[src/rtl/sub1_pkg.sv]
// Shared types and frame layout for sub1 and its upstream loader.
package sub1_pkg;

    typedef logic [3:0] my_t;

    // Frame = header + 8 payload bytes + checksum; FRAME_LEN excludes the header.
    localparam int FRAME_LEN = 9;

    // Payload byte offsets (idx inside PAY).
    localparam logic [2:0] OFF_B0 = 3'd0;  // a, b, rsvd, e
    localparam logic [2:0] OFF_F  = 3'd1;  // f[0], f[1]
    localparam logic [2:0] OFF_C0 = 3'd2;
    localparam logic [2:0] OFF_C1 = 3'd3;
    localparam logic [2:0] OFF_C2 = 3'd4;
    localparam logic [2:0] OFF_D0 = 3'd5;
    localparam logic [2:0] OFF_D1 = 3'd6;
    localparam logic [2:0] OFF_D2 = 3'd7;  // last payload byte; checksum follows

    typedef enum logic [1:0] {
        IDLE = 2'd0,
        PAY  = 2'd1,
        CHK  = 2'd2
    } state_t;

endpackage

[src/rtl/sub1_loader.sv]
// Byte-stream deframer feeding sub1: header, 8 payload bytes, XOR checksum.
// Fields land in shadow registers and are committed atomically on a good checksum.
module sub1_loader
    import sub1_pkg::*;
#(
    parameter logic [7:0]  HDR     = 8'hA5,
    parameter int unsigned TMO_CYC = 256,
    parameter int unsigned ERR_W   = 8
) (
    input  logic             clk,
    input  logic             rst_n,
    input  logic [7:0]       in_data,
    input  logic             in_valid,
    output logic             in_ready,
    output logic             a,
    output logic [1:0]       b,
    output logic [0:2][7:0]  c,
    output logic [7:0]       d [0:2],
    output my_t              e,
    output my_t [1:0]        f,
    output logic             upd,
    output logic             err,
    output logic [ERR_W-1:0] err_cnt
);

    localparam int unsigned   TW       = (TMO_CYC > 1) ? $clog2(TMO_CYC) : 1;
    localparam logic [TW-1:0] TMO_LAST = TW'((TMO_CYC > 0) ? (TMO_CYC - 1) : 0);

    state_t        state_q, state_d;
    logic [2:0]    idx_q;
    logic [TW-1:0] tmo_q;
    logic [7:0]    csum_q;
    logic          rdy_q;

    // Shadow copies of the field set, never driven onto the outputs directly.
    logic          sa;
    logic [1:0]    sb;
    my_t           se;
    my_t [1:0]     sf;
    logic [0:2][7:0] sc;
    logic [7:0]    sd [0:2];

    logic xfer, tmo_hit, commit, drop;

    assign in_ready = rdy_q;
    assign xfer     = in_valid & rdy_q;

    // Next-state: header hunt, payload count, checksum verdict, idle timeout.
    always_comb begin
        state_d = state_q;
        commit  = 1'b0;
        drop    = 1'b0;
        tmo_hit = (TMO_CYC != 0) && (state_q != IDLE) && !xfer && (tmo_q == TMO_LAST);
        case (state_q)
            IDLE: begin
                if (xfer && in_data == HDR) state_d = PAY;
            end
            PAY: begin
                if (xfer && idx_q == OFF_D2) begin
                    state_d = CHK;
                end else if (tmo_hit) begin
                    state_d = IDLE;
                    drop    = 1'b1;
                end
            end
            CHK: begin
                if (xfer) begin
                    state_d = IDLE;
                    if (in_data == csum_q) commit = 1'b1;
                    else                   drop   = 1'b1;
                end else if (tmo_hit) begin
                    state_d = IDLE;
                    drop    = 1'b1;
                end
            end
            default: state_d = IDLE;
        endcase
    end

    // State register.
    always_ff @(posedge clk or negedge rst_n) begin
        if (!rst_n) state_q <= IDLE;
        else        state_q <= state_d;
    end

    // Payload capture into shadow regs, running checksum and idle counter.
    always_ff @(posedge clk or negedge rst_n) begin
        if (!rst_n) begin
            idx_q  <= '0;
            tmo_q  <= '0;
            csum_q <= '0;
            sa     <= 1'b0;
            sb     <= '0;
            se     <= '0;
            sf     <= '0;
            sc     <= '0;
            sd     <= '{default: '0};
        end else if (state_q == IDLE) begin
            idx_q  <= '0;
            tmo_q  <= '0;
            csum_q <= '0;
        end else if (xfer) begin
            tmo_q <= '0;
            if (state_q == PAY) begin
                idx_q  <= idx_q + 3'd1;
                csum_q <= csum_q ^ in_data;
                case (idx_q)
                    OFF_B0: begin
                        sa <= in_data[0];
                        sb <= in_data[2:1];
                        se <= in_data[7:4];
                    end
                    OFF_F:  sf    <= in_data;
                    OFF_C0: sc[0] <= in_data;
                    OFF_C1: sc[1] <= in_data;
                    OFF_C2: sc[2] <= in_data;
                    OFF_D0: sd[0] <= in_data;
                    OFF_D1: sd[1] <= in_data;
                    default: sd[2] <= in_data;
                endcase
            end
        end else begin
            // Wraps harmlessly: the hit returns the FSM to IDLE, which clears it.
            tmo_q <= tmo_q + 1'b1;
        end
    end

    // Committed outputs, status pulses, saturating drop counter, ready.
    always_ff @(posedge clk or negedge rst_n) begin
        if (!rst_n) begin
            a       <= 1'b0;
            b       <= '0;
            c       <= '0;
            d       <= '{default: '0};
            e       <= '0;
            f       <= '0;
            upd     <= 1'b0;
            err     <= 1'b0;
            err_cnt <= '0;
            rdy_q   <= 1'b0;
        end else begin
            rdy_q <= 1'b1;
            upd   <= commit;
            err   <= drop;
            if (commit) begin
                a <= sa;
                b <= sb;
                c <= sc;
                d <= sd;
                e <= se;
                f <= sf;
            end
            if (drop && err_cnt != '1) err_cnt <= err_cnt + 1'b1;
        end
    end

endmodule

[config.mk]
export PLATFORM = sky130hd
export DESIGN_NAME = sub1_loader
export DESIGN_NICKNAME = d
export VERILOG_FILES = /design/src/rtl/sub1_pkg.sv /design/src/rtl/sub1_loader.sv
export SDC_FILE = /design/constraint.sdc
export NUM_CORES = 1
export LEC_CHECK = 0
export CAP_MARGIN = 25
export CORE_MARGIN = 5
export CORE_UTILIZATION = 25
export CTS_CLUSTER_SIZE = 14
export DETAILED_ROUTE_END_ITERATION = 12
export PLACE_DENSITY_LB_ADDON = 0.3
export SYNTH_ARGS = -nofsm -noshare
export SYNTH_HDL_FRONTEND = slang
export SYNTH_SLANG_ARGS = --single-unit
[constraint.sdc]
create_clock -name clk -period 4.9 [get_ports clk]
set_clock_uncertainty 0.1 [all_clocks]
set_input_delay 0.735 -clock clk [delete_from_list [all_inputs] [get_ports clk]]
set_output_delay 0.735 -clock clk [all_outputs]
set_load 0.03 [all_outputs]
---- After elaboration in Yosys (flattened, before gate mapping) ----
Cells that the tools add are included.
storage, ports and cells
  register bits after elaboration ......... 158
  output and inout bits ................... 74
  logic and storage cells ................. 93
cells by class
  $add $sub $neg .......................... 3
  equality and inequality tests ........... 14
  multiplexer cells ....................... 21
  bitwise operators ....................... 4
  reductions and logical operators ........ 21
operators by type and width
  kind                   count
  $mux W8                5
  $reduce_and A4 Y1      8
  $add A8 B1 Y8 const B  2
  $eq A8 B8 Y1 const B   2
  $eq A3 B3 Y1 const B   4
  $mux W3                3
  $eq A8 B8 Y1           1
  $mux W2                4
  $ne A8 B8 Y1 const B   1
  $xor A8 B8 Y8          1
  $mux W1                7
  $reduce_or A7 Y1       1
  $eq A3 B2 Y1 const B   2
  $pmux W2 S3            1
  $reduce_bool A2 Y1     3
  $logic_and A1 B1 Y1    5
  $add A3 B1 Y3 const B  1
  $eq A3 B1 Y1 const B   1
  $logic_not A3 Y1       1
  $eq A2 B1 Y1 const B   1
  $eq A2 B2 Y1 const B   1
  $logic_not A2 Y1       1
  $ne A2 B2 Y1 const B   1
  $not A1 Y1             2
  other kinds (4)        4

---- Depth between registers and ports, before layout ----
  depth after elaboration ................. 8
  depth in mapped cells ................... 9
  mapped depth without buffers ............ 7

---- Worst setup path before layout ----
No wires, ideal clock.
  kind .................................... input to register
  from .................................... input port in_data[3]
  to ...................................... register a
  library setup time ...................... 125 ps
  arrival ................................. 2208 ps
  path slack .............................. 2466 ps
  cell stages on the path ................. 7
  path buffers ............................ 2
  cells stage by stage .................... buf_6 > xor2_1 > nor4_2 > nand2_2 > nor2_8 > buf_12 > mux2_4
between the ends
  word-level cells in the longest chain between the ends .. 4
ends and longest elaborated chain
  what                  RTL line            text
  from (decl)           sub1_loader.sv:12   input logic [7:0] in_data,
  $eq A8 B8 Y1          sub1_loader.sv:69   if (in_data == csum_q) commit = 1'b1;
  $mux W1               sub1_loader.sv:69
  $mux W1               sub1_loader.sv:67   if (xfer) begin
  $mux W1               sub1_loader.sv:54   case (state_q)
  to (signal assigned)  sub1_loader.sv:131  a <= 1'b0;
  to (signal assigned)  sub1_loader.sv:146  a <= sa;
  to (decl)             sub1_loader.sv:15   output logic a,
No other way between the ends.
A chain may end at the register's enable or synchronous reset.

---- Final worst setup path ----
  from .................................... input port in_data[6]
  to ...................................... register d[10] (netlist name)
between the ends
  word-level cells in the longest chain between the ends .. 4
ends and longest elaborated chain
  what                  RTL line            text
  $eq A8 B8 Y1          sub1_loader.sv:69
  $mux W1               sub1_loader.sv:69
  $mux W1               sub1_loader.sv:67
  $mux W1               sub1_loader.sv:54
  to (signal assigned)  sub1_loader.sv:134  d <= '{default: '0};
  to (signal assigned)  sub1_loader.sv:149  d <= sd;
  to (decl)             sub1_loader.sv:18   output logic [7:0] d [0:2],
No other way between the ends.

==> summary.txt <==
Power
  • P_leak: 3.96 nW
  • Peak VDD IR: 0.169 mV
  • Pwr dens: 384 nW/µm²

Timing
  • Unrepaired setup endpoints after global routing: false
  • Setup TNS: 0 ns
  • Slew Viols, Final: 0
  • Setup Viol. Count Final: 0
  • Final worst setup slack: 1.63 ns
  • Slew headroom: 0.543
  • Final hold viol count: 0
  • Worst slew pin tran: 0.686 ns
  • Max Fclk: 306 MHz
  • Tcrit/Tclk final: 0.667
  • Final min period: 3.27 ns

CTS
  • CTS root buf: clkbuf_16
  • CTS tree: yes
  • Post-CTS resize count: 0
  • Clock Sinks: 158
  • H-tree levels: 4
  • CTS Buf Count: 17
  • Worst skew pair latency: 0.42 ns
  • Hold Buf Count CTS: 0
  • CTS Buffer Depth: 2
  • CTS clk-pin slew, worst paths: 0.07 ns
  • Setup bufs post-CTS: 0

Final layout
  • ANT cells: 0
  • Area grow syn2layout: 25.5%
  • Fillcell total: 2622
  • Layout net count: 564
  • Fraction of layout cells with a size suffix above 1: 0.312

Floorplan
  • Die W: 174 µm
  • Core footprint: 26800 µm²
  • Initial core utilization: 0.252
  • Die H: 174 µm
  • Ports: 85
  • # rows: 60
  • Die area: 30400 µm²

Drt
  • Total number of vias: 3827
  • Mean routed wirelength per cell: 16.6 µm
  • Via density: 4.28
  • DRC violations left: 0
  • DRT Pass-1 Iters: 4
  • First DRT Iteration DRCs: 174
  • Final ANT Viol Nets: 0
  • Final WL: 14800 µm

Yosys
  • Post-synth design cell area: 6760 µm²
  • Ys Warns: 0
  • Syn nets: 473
  • Asr flop ratio synth: 1.00
  • Sequential area share after synthesis: 0.585
  • Synthesized instance count: 450
  • Top_reg_cell synth: dfrtp_1
  • Flops & latches, synth: 158
  • Syn Area/Cell: 15.0 µm²
  • Number of flops mapped to enable cells by yosys: 0
  • Synth cell types: 42

Run status
  • Status: completed

Worst setup path
  • Worst r2r path cells: 6
  • Worst path cell trace: clkdlybuf4s50_1 > xor2_1 > nor4_2 > nand2_2 > nor2_8 > buf_12 > mux2_4
  • Crit path required time: 5.10 ns
  • Max incr delay on CP: 0.65 ns
  • Setup crit end kind: register
  • Slowest CP cell: clkdlybuf4s50_1
  • Startpoint class of the critical path: input pin
  • Critical Path Start: in_data[6]
  • Critical Path Sink: d[10]
  • Setup CP Type: in2reg
  • Reg2reg end: d[10]
  • Critical Path AT: 3.47 ns
  • Worst r2r src: csum_q[3]
  • Crit path max fanout: 38
  • Reg2reg setup slack: 2.31 ns

Global route
  • Vias in the first global route: 4195
  • Pin count of the biggest net entering global routing: 77
  • First-pass GRT wire length: 24400 µm
  • GR Util All Layers: 0.103
  • Initial antenna violation count: 1
  • GRT overflow: 0

Placed design
  • Post-place setup slack: 1.12 ns
  • HPWL after DPL: 10200 µm
  • Global placement routability congestion: 0.692
  • Port bufs: 84

Run
  • Maxcap violations: 0

Worst hold path
  • Hold Path Class: in2async
-- sequential cells by signal, summed over array words and instances, names as in the netlist, 24 cells and up --
| signal | flops |
|---|---|
| d | 24 |
| sd | 24 |
| sc | 24 |
| c | 24 |
-- report_power, final --
part	internal (mW)	total (mW)	switching [mW]
sequential	1.48	1.59	0.110
combinational	0.196	0.406	0.210
clock	0.709	1.27	0.558
total	2.38	3.26	0.878
-- cells in the mapped netlist (3+ instances only) --
master      n  area share
xnor2_1     9       0.012
xor2_1     18       0.023
and2_1      3      0.0028
a21oi_1     5      0.0037
mux2_2     67        0.11
nand4_1     3      0.0028
ha_1       12       0.022
buf_2       3      0.0022
inv_1       7      0.0039
dfrtp_1   158        0.58
nor2_1     20       0.011
o21ai_0     4      0.0030
nor3_1      3      0.0022
and3_1      8      0.0074
clkbuf_1   11      0.0061
nand3_1     5      0.0037
nand2_1    22       0.012
buf_12      6       0.018
mux2_4     59        0.13
-- cells by family after synthesis --
| group | share of synthesized area |
|---|---|
| compound gates | 0.0194 |
| xor+xnor | 0.0350 |
| fa+ha+maj | 0.0222 |
| buf+inv | 0.0317 |
| flops | 0.585 |
| mux | 0.246 |
| other cells | 0.000555 |
| simple gates | 0.0602 |
-- cells in the final DEF (no fill, tap or decap), types with 2 or more instances in the layout --
master           count
dfrtp_1            158
inv_6                5
o211ai_1             2
xor2_1              18
nor3_1               3
o2111ai_1            2
clkinvlp_4           2
a21oi_1              5
and2_1               3
clkdlybuf4s50_1     83
clkinv_2             3
and3_1               8
mux2_1               2
nor2_1              20
clkbuf_16           17
buf_4                8
nand4_1              3
o21ai_0              4
mux2_2              67
nand2_1             22
mux2_4              59
nand3_1              5
clkinv_4             2
xnor2_1              9
inv_1                7
ha_1                12
nor4_1               2
-- how the worst min path moves through the flow --
stage / slack, ns / endpoint / from
floorplan: 0.33 / tmo_q[0] / tmo_q[0]
global route: 0.28 / c[5] / rst_n
finish: 0.23 / c[5] / rst_n
detailed placement: 0.35 / tmo_q[0] / tmo_q[0]
CTS: 0.24 / c[5] / rst_n
global placement: 0.34 / tmo_q[0] / tmo_q[0]
-- critical path, delay by kind of cell --
kind                   cells  cell delay (ns)
multiplexers               1             0.33
XOR/XNOR                   1             0.28
buffers and inverters      2             1.00
AND/OR/NAND/NOR            3             1.05
-- cell type report --
class,count,area [µm²],share of cell area
clock inverters,14,133,0.0156
well taps,341,427,0.0503
repair buffers,93,922,0.109
clock buffers,18,429,0.0506
flip-flops and latches,158,3950,0.466
inverters,7,26.3,0.00310
multi-input cells,264,2590,0.306
-- metrics by stage --
step	cell area, µm²	hold WS (ns)	total power [mW]	instances	util
2_1_floorplan	6760	0.325	1.88	450	-
3_3_place_gp	7920	0.338	2.00	863	0.296
3_5_place_dp	7920	0.345	2.03	863	0.296
4_1_cts	8480	0.240	3.32	895	0.316
5_1_grt	8480	0.275	3.44	895	0.316
6_report	8480	0.226	3.26	895	0.316
-- per-layer routing --
metal / vias up / part of all wire / global-route usage
met5: - / 0.0013 / 0
met4: 2 / 0.016 / 0.0383
met3: 24 / 0.056 / 0.0346
met2: 78 / 0.49 / 0.165
met1: 1977 / 0.44 / 0.129
li1: 1746 / - / -
Power figures use the tool's default switching activity.
